File: src/rtl/sweep_ctrl_pkg.sv
// Shared state encodings and default widths for the sweep sequencer.
// Latency: n/a (types and constants only).
// Backpressure: n/a.
package sweep_ctrl_pkg;

  typedef enum logic [1:0] {
    S_IDLE   = 2'd0,
    S_RUN    = 2'd1,
    S_PAUSE  = 2'd2,
    S_FINISH = 2'd3
  } state_t;

  localparam int DIV_W_DEF   = 16;
  localparam int COUNT_W_DEF = 8;

endpackage

File: src/rtl/sweep_ctrl_step_prescaler.sv
// Step prescaler: counts 0..div while run is high and flags the terminal count.
// Latency: tick is combinational from the current count; the count updates on the edge.
// Backpressure: run low freezes the count in place; clr has priority and zeroes it.
module sweep_ctrl_step_prescaler
  import sweep_ctrl_pkg::*;
#(
  parameter int DIV_W = DIV_W_DEF
) (
  input  logic             clk,
  input  logic             rstna,
  input  logic             clr,
  input  logic             run,
  input  logic [DIV_W-1:0] div,
  output logic             tick
);

  localparam logic [DIV_W-1:0] ONE = DIV_W'(1);

  logic [DIV_W-1:0] cnt;

  // Terminal count only matters while the caller lets the count advance.
  assign tick = run && (cnt == div);

  // Free count 0..div; holds its value whenever run is low so a pause resumes mid-period.
  always_ff @(posedge clk or negedge rstna) begin
    if (!rstna) begin
      cnt <= '0;
    end else if (clr) begin
      cnt <= '0;
    end else if (run) begin
      cnt <= (cnt == div) ? '0 : cnt + ONE;
    end
  end

endmodule

File: src/rtl/sweep_ctrl.sv
// Sweep sequencer: paces the shift-register step enable, counts TC pulses, stops on target or command.
// Latency: first sr_ena div+1 clocks after start is taken; done/aborted one clock after the deciding edge.
// Backpressure: hold freezes stepping (PAUSE); stop aborts; start is ignored unless IDLE.
module sweep_ctrl
  import sweep_ctrl_pkg::*;
#(
  parameter int DIV_W   = DIV_W_DEF,
  parameter int COUNT_W = COUNT_W_DEF
) (
  input  logic               clk,
  input  logic               rstna,
  input  logic               start,
  input  logic               stop,
  input  logic               hold,
  input  logic [DIV_W-1:0]   step_div,
  input  logic [COUNT_W-1:0] n_periods,
  input  logic               tc_in,
  output logic               sr_ena,
  output logic               busy,
  output logic               done,
  output logic               aborted,
  output logic [COUNT_W-1:0] periods_done
);

  localparam logic [COUNT_W-1:0] ONE_C = COUNT_W'(1);

  state_t             state;
  logic [DIV_W-1:0]   div_q;
  logic [COUNT_W-1:0] target_q;
  logic [COUNT_W-1:0] pd_inc;
  logic               active;
  logic               accept;
  logic               complete;
  logic               pre_run;
  logic               tick;

  assign active   = (state == S_RUN) || (state == S_PAUSE);
  assign accept   = (state == S_IDLE) && start && !stop;
  assign pd_inc   = periods_done + ONE_C;
  // Final TC of a bounded run; a zero target means run until stopped.
  assign complete = active && !stop && tc_in && (target_q != '0) && (pd_inc == target_q);
  // Prescaler advances only in RUN and only when nothing of higher priority claims the cycle.
  assign pre_run  = (state == S_RUN) && !stop && !complete && !hold;

  sweep_ctrl_step_prescaler #(
    .DIV_W (DIV_W)
  ) u_prescaler (
    .clk   (clk),
    .rstna (rstna),
    .clr   (accept),
    .run   (pre_run),
    .div   (div_q),
    .tick  (tick)
  );

  // Control FSM with registered outputs; priority stop > completion > hold > step.
  always_ff @(posedge clk or negedge rstna) begin
    if (!rstna) begin
      state        <= S_IDLE;
      div_q        <= '0;
      target_q     <= '0;
      periods_done <= '0;
      sr_ena       <= 1'b0;
      busy         <= 1'b0;
      done         <= 1'b0;
      aborted      <= 1'b0;
    end else begin
      sr_ena  <= 1'b0;
      done    <= 1'b0;
      aborted <= 1'b0;
      case (state)
        S_IDLE: begin
          if (accept) begin
            div_q        <= step_div;
            target_q     <= n_periods;
            periods_done <= '0;
            state        <= S_RUN;
            busy         <= 1'b1;
          end else begin
            busy <= 1'b0;
          end
        end
        S_RUN, S_PAUSE: begin
          // A TC seen while running is always counted, even on the cycle that ends the run.
          if (tc_in) begin
            periods_done <= pd_inc;
          end
          if (stop) begin
            state   <= S_IDLE;
            busy    <= 1'b0;
            aborted <= 1'b1;
          end else if (complete) begin
            state <= S_FINISH;
            busy  <= 1'b0;
            done  <= 1'b1;
          end else if (hold) begin
            state <= S_PAUSE;
            busy  <= 1'b1;
          end else begin
            state  <= S_RUN;
            busy   <= 1'b1;
            sr_ena <= tick;
          end
        end
        default: begin
          state <= S_IDLE;
          busy  <= 1'b0;
        end
      endcase
    end
  end

endmodule

File: config.mk
export PLATFORM = sky130hd
export DESIGN_NAME = sweep_ctrl
export DESIGN_NICKNAME = d
export VERILOG_FILES = /design/src/rtl/sweep_ctrl_pkg.sv /design/src/rtl/sweep_ctrl_step_prescaler.sv /design/src/rtl/sweep_ctrl.sv
export SDC_FILE = /design/constraint.sdc
export NUM_CORES = 1
export LEC_CHECK = 0
export CAP_MARGIN = 10
export CORE_ASPECT_RATIO = 0.5
export CORE_MARGIN = 1.5
export CORE_UTILIZATION = 40
export DETAILED_ROUTE_END_ITERATION = 12
export DONT_BUFFER_PORTS = 1
export SETUP_SLACK_MARGIN = 0.4
export SYNTH_ARGS = -nofsm -noshare
export SYNTH_HDL_FRONTEND = slang
export SYNTH_SLANG_ARGS = --single-unit
File: constraint.sdc
create_clock -name clk -period 6.15 [get_ports clk]
set_input_delay 1.5375 -clock clk [delete_from_list [all_inputs] [get_ports clk]]
set_output_delay 1.5375 -clock clk [all_outputs]
set_load 0.02 [all_outputs]
After elaboration in Yosys (flattened, before gate mapping)
Cells that the tools add are included.
{ "classes": {"reduce_logical": 21, "muxes": 24, "addsub": 2, "eq_ne": 6} }
{ "op_table": {"columns": ["cell", "n"], "rows": [
  ["2-to-1 mux 16 bit", 3],
  ["adder 16 x 1 -> 16 bit, second input constant", 1],
  ["== test 16 bit", 1],
  ["2-to-1 mux 8 bit", 2],
  ["one-hot mux 8 bit (2 select lines)", 1],
  ["2-to-1 mux 1 bit", 12],
  ["logical AND 1 bit", 10],
  ["adder 8 x 1 -> 8 bit, second input constant", 1],
  ["== test 8 bit", 1],
  ["2-to-1 mux 2 bit", 4],
  ["nonzero test 8 bit", 1],
  ["inequality test 2 bit, second input constant", 2],
  ["one-hot mux 2 bit (2 select lines)", 1],
  ["nonzero test 2 bit", 2],
  ["zero test 1 bit", 3],
  ["AND reduction 3 bit", 1],
  ["== test 2 x 1 -> 1 bit, second input constant", 1],
  ["== test 2 bit, second input constant", 1],
  ["zero test 2 bit", 1],
  ["one-hot mux 1 bit (2 select lines)", 1],
  ["AND reduction 2 bit", 1],
  ["OR reduction 2 bit", 1],
  ["logical OR 1 bit", 1]
]} }
{ "word_totals": {"input_bits": 30, "out_inout_bits": 12, "wordCells": 62, "ff_bits": 54} }

Longest topological paths before layout
{ "depth": {"ltp_word": 14, "depth_mapped": 10, "mapped_depth_nobuf": 8} }

Modules after synthesis
A second synthesis with hierarchy kept.
{ "unflattened": {"hier_cells": 309, "area_unflattened_um2": 2905.3} }
{ "modules_own_cells": {"columns": ["module", "area_per_inst_um2", "seq_area_each_um2", "instances", "cells_per_inst"], "rows": [
  ["sweep_ctrl", 1855.5, 950.9, 1, 205],
  ["sweep_ctrl_step_prescaler", 1049.8, 400.4, 1, 104]
]} }

Least setup slack after synthesis
OpenSTA, ideal clock, no wires.
{ "synth_timing": {"kind": "input to register", "from": "input port stop", "to": "register u_prescaler.cnt[14]", "setup_ns": 0.103, "path_slack_ns": 3.034, "arrival_time_ns": 3.012, "required_ns": 6.047, "n_path_buf": 3, "path_stages": 6, "cell_sequence": "or3b_2 > buf_1 > or3_1 > buf_4 > buf_6 > o41ai_2"} }
{ "synth_via": {"elab_chain_len": 9, "elab_cells_between_ends": 12, "cone_classes": "1 x mux; 11 x reduce/logical"} }
{ "synth_lines": {"columns": ["element", "line", "rtl"], "rows": [
  ["start, declared", "sweep_ctrl.sv:13", "input logic stop,"],
  ["zero test 1 bit (*)", "sweep_ctrl.sv:38, sweep_ctrl.sv:41, sweep_ctrl.sv:43", null],
  ["logical AND 1 bit (4 in a row)", "sweep_ctrl.sv:41", "assign complete = active && !stop && tc_in && (target_q != '0) && (pd_inc == target_q);"],
  ["zero test 1 bit", "sweep_ctrl.sv:43", "assign pre_run = (state == S_RUN) && !stop && !complete && !hold;"],
  ["logical AND 1 bit (2 in a row)", "sweep_ctrl.sv:43", null],
  ["nonzero test 2 bit (no line)", null, null],
  ["end signal, assigned", "sweep_ctrl_step_prescaler.sv:31", "cnt <= (cnt == div) ? '0 : cnt + ONE;"],
  ["end, declared", "sweep_ctrl_step_prescaler.sv:19", "logic [DIV_W-1:0] cnt;"]
]} }
Mark *: on every way between the ends. The rest lies on a longest branch, timed or not.
A chain may end at the register's enable or synchronous reset.

Final worst setup path
{ "layout_timing": {"from": "input port stop", "to": "register u_prescaler.cnt[0]"} }
The elaborated chain is that of the path after synthesis.

==> flow_summary.rst <==
.. list-table::
   :header-rows: 1

   * - Metric
     - Value
   * - Result of the run
     - finished, violations left
   * - Violations in the final reports
     - design-rule violations
   * - Proportion of synthesized flip-flops having asynchronous set or reset
     - 1.00
   * - Power spent charging and discharging nets
     - 0.462 mW
   * - Total vias in the final route
     - 2,441
   * - Core area
     - 7320 um^2
   * - Internal power
     - 0.764 mW
   * - Fraction of final layout cells sized beyond drive strength 1
     - 0.0659
   * - Most common library cell in the layout ignoring fill and taps
     - nand2_1
   * - Critical path data required time
     - 6320 ps
   * - TritonCTS Buffers
     - 5
   * - Final count of pins violating max slew
     - 0
   * - Width of the die
     - 126 um
   * - Number of clock sinks seen by CTS
     - 54
   * - Synthesis-to-layout area growth
     - 5.96%
   * - Cell Count, Final, Fillers Out
     - 430
   * - Total detailed-routing wirelength
     - 6780 um
   * - Area after DPL
     - 3070 um^2
   * - WS Path Type
     - input pin to flop
   * - Number of core rows
     - 22
   * - Relative slew slack
     - 0.457
   * - Detailed-route vias per instance
     - 5.68
   * - Total number of nets in the final design
     - 369
   * - Register-to-register path setup slack
     - 3110 ps
   * - CTS max path bufs
     - 2
   * - Shortest period the worst path allows
     - 3210 ps
   * - Most area-hungry cell type in the Yosys netlist
     - dfrtp_1
   * - Post-CTS setup buffer count
     - 0
   * - Sw Ratio
     - 0.377
   * - Final critical-path share of the clock period
     - 0.523
   * - Worst r2r dst
     - u_prescaler.cnt[8]$_DFFE_PN0P_
   * - Vias in the first global route
     - 2,392
   * - P_leak
     - 1.34 nW
   * - Arrival time reported for the critical path endpoint
     - 3380 ps
   * - Crit Path Max Fanout
     - 23
   * - Sequential share of power
     - 0.462
   * - Number of instances on the worst hold path
     - 2
   * - Power density over the cells
     - 383 nW/um^2
   * - # diodes
     - 0
   * - TritonCTS clock tree
     - done
   * - Number of instances in the placed design
     - 423
   * - Global-route wire length before repair
     - 11,500 um
   * - Height of the chip
     - 64.5 um
   * - Final antenna-violating net count
     - 0
   * - CP Launch Point
     - stop
   * - Largest net degree at the start of global routing
     - 55
   * - Initial cell density of the core
     - 0.413
   * - HP Class
     - flop to flop
   * - WL/cell
     - 15.8 um
   * - Area share of the largest cell type after synthesis
     - 0.447
   * - Total overflow reported by the global router
     - 0
   * - Worst ir drop on vdd
     - 0.138 mV
   * - Top metal layer carrying routed signals
     - met4
   * - Design Power
     - 1.23 mW
   * - Part of the power in the clock network
     - 0.225
   * - Max Freq
     - 311 MHz
   * - Startpoint types
     - input pin
   * - Cell area after synthesis
     - 3020 um^2
   * - Final instance area
     - 3200 um^2
   * - Initial antenna violation count
     - 0
   * - Total number of H-tree levels
     - 2
   * - Unique cell type count in the Yosys netlist
     - 49
   * - Number of endpoints failing setup at the final stage
     - 0
   * - Worst hold endpoint
     - div_q[9]$_DFFE_PN0P_
   * - Number of buffers added on ports
     - 0
   * - Clock root buffer master
     - clkbuf_16
   * - Hold buffer count at CTS
     - 0
   * - Critical hold path startpoint
     - div_q[9]$_DFFE_PN0P_
   * - Floorplan die area
     - 8120 um^2
   * - Predominant post-synthesis flop cell
     - dfrtp_1
   * - Insertion delay to the later sink of the worst-skew pair
     - 300 ps
   * - Ranking of synthesized cells by area
     - dfrtp_1, nand2_1, xnor2_1
   * - Count of endpoints failing hold in the final timing report
     - 0
   * - Worst Max-Slew Pin Slew
     - 815 ps
   * - Worst reg2reg path depth
     - 8
   * - Number of design rule violations left after detail routing
     - 1
   * - Combinational fraction of design power
     - 0.312
   * - Count of pins on the block boundary
     - 42
   * - Clock skew after layout
     - 5.97 ps
   * - Worst-case setup margin in the final layout
     - 2940 ps
   * - GRT Util Overall
     - 0.177
   * - WHS
     - 502 ps
   * - Post-placement worst setup slack
     - 2610 ps
   * - Synthesized area per cell
     - 8.76 um^2
   * - Global placer's final weighted congestion
     - 0.809
   * - Post-Synthesis Cells
     - 345
   * - Number of flops mapped to enable cells by yosys
     - 0
   * - Clock slew seen by the registers of the worst setup and hold paths
     - 70 ps
   * - Share of synthesized area occupied by flip-flops and latches
     - 0.447
   * - Dpl hpwl
     - 4590 um
   * - Number of maximum-capacitance constraint violations
     - 0
   * - Net count of the mapped netlist
     - 380
   * - CP Capture Type
     - flop
   * - Core utilization of the finished layout
     - 0.437
   * - Beginning of the worst register-to-register path
     - periods_done[0]$_DFFE_PN0P_
   * - Initial drt markers
     - 194
   * - Met1 WL
     - 3270 um
   * - First-pass iteration count of the detailed router
     - 10
   * - Most used cells in the layout excluding fill and tap cells
     - nand2_1, dfrtp_1, xnor2_1, nor2_1, o21ai_0
   * - Total length of routed met3 wires
     - 186 um
   * - Setup repair after global routing missed its margin
     - no
   * - Cts repair resizes
     - 0
   * - Flip-flop and latch count after synthesis
     - 54
   * - Number of warning messages in the yosys log
     - 0
   * - Met2 wirelength from detailed routing
     - 3250 um
   * - Setup total negative slack
     - 0 ps
-- cell families after synthesis --
| kind of cell | after synthesis | share of synthesized area |
|---|---|---|
| AND/OR/NAND/NOR | 173 | 0.269 |
| buffers and inverters | 26 | 0.0393 |
| AO/OA/AOI/OAI | 64 | 0.158 |
| XOR/XNOR | 23 | 0.0666 |
| adder cells (fa/ha/maj) | 5 | 0.0207 |
| flip-flops | 54 | 0.447 |
-- power groups by stage --
stage / clock network [mW] / registers (mW) / logic (mW)
after floorplan: 0 / 0.545 / 0.321
after global placement: 0 / 0.573 / 0.374
after detailed placement: 0 / 0.576 / 0.387
after CTS: 0.283 / 0.569 / 0.388
after global routing: 0.295 / 0.583 / 0.438
final: 0.276 / 0.567 / 0.383
-- critical path, cell delays in order --
cell and delay, ps:
nand2b_1 170, a211oi_1 270, o2111ai_1 210, a2111oi_4 210, buf_4 300, or3_1 500, o22ai_1 170
-- state kept, by name (all words and copies together), names as in the netlist --
register,flops
div_q,16
u_prescaler.cnt,16
periods_done,8
target_q,8
state,2
aborted,1
busy,1
done,1
sr_ena,1
-- cell usage after synthesis, drive strengths merged (3+ instances only) --
| library cell | count |
|---|---|
| o311ai | 10 |
| xnor2 | 21 |
| a21oi | 7 |
| or2 | 3 |
| buf | 9 |
| o31ai | 7 |
| o41ai | 6 |
| clkbuf | 12 |
| o21ai | 14 |
| dfrtp | 54 |
| nand3 | 7 |
| and3 | 5 |
| or4 | 3 |
| ha | 5 |
| nor2 | 21 |
| nand2b | 3 |
| and4 | 4 |
| inv | 5 |
| nor2b | 3 |
| a31oi | 6 |
| nand4 | 7 |
| o22ai | 5 |
| and2 | 5 |
| nor3 | 8 |
| nand2 | 95 |
-- layout make-up --
type,instances,area [um^2]
clock buffer,5,125
clock inverter,2,10.0
fill,731,4120
inverter,5,18.8
multi-input combinational,265,1560
sequential,54,1350
tap,96,120
timing repair buffer,3,22.5
-- routing by layer --
layer	GRT usage	vias to the layer above
met4	0.0647	0
met1	0.226	1207
met5	0	-
li1	-	1190
met2	0.301	37
met3	0.0380	7
-- worst max path at each step --
stage / to / slack [ps] / depth (start not counted)
floorplan: u_prescaler.cnt[14]$_DFFE_PN0P_ / 3030 / 6
global placement: u_prescaler.cnt[0]$_DFFE_PN0P_ / 2710 / 7
detailed placement: u_prescaler.cnt[0]$_DFFE_PN0P_ / 2610 / 7
CTS: u_prescaler.cnt[0]$_DFFE_PN0P_ / 2940 / 7
global route: u_prescaler.cnt[0]$_DFFE_PN0P_ / 2760 / 7
finish: u_prescaler.cnt[0]$_DFFE_PN0P_ / 2940 / 7
Note: power is estimated with default switching activity, not from simulation.
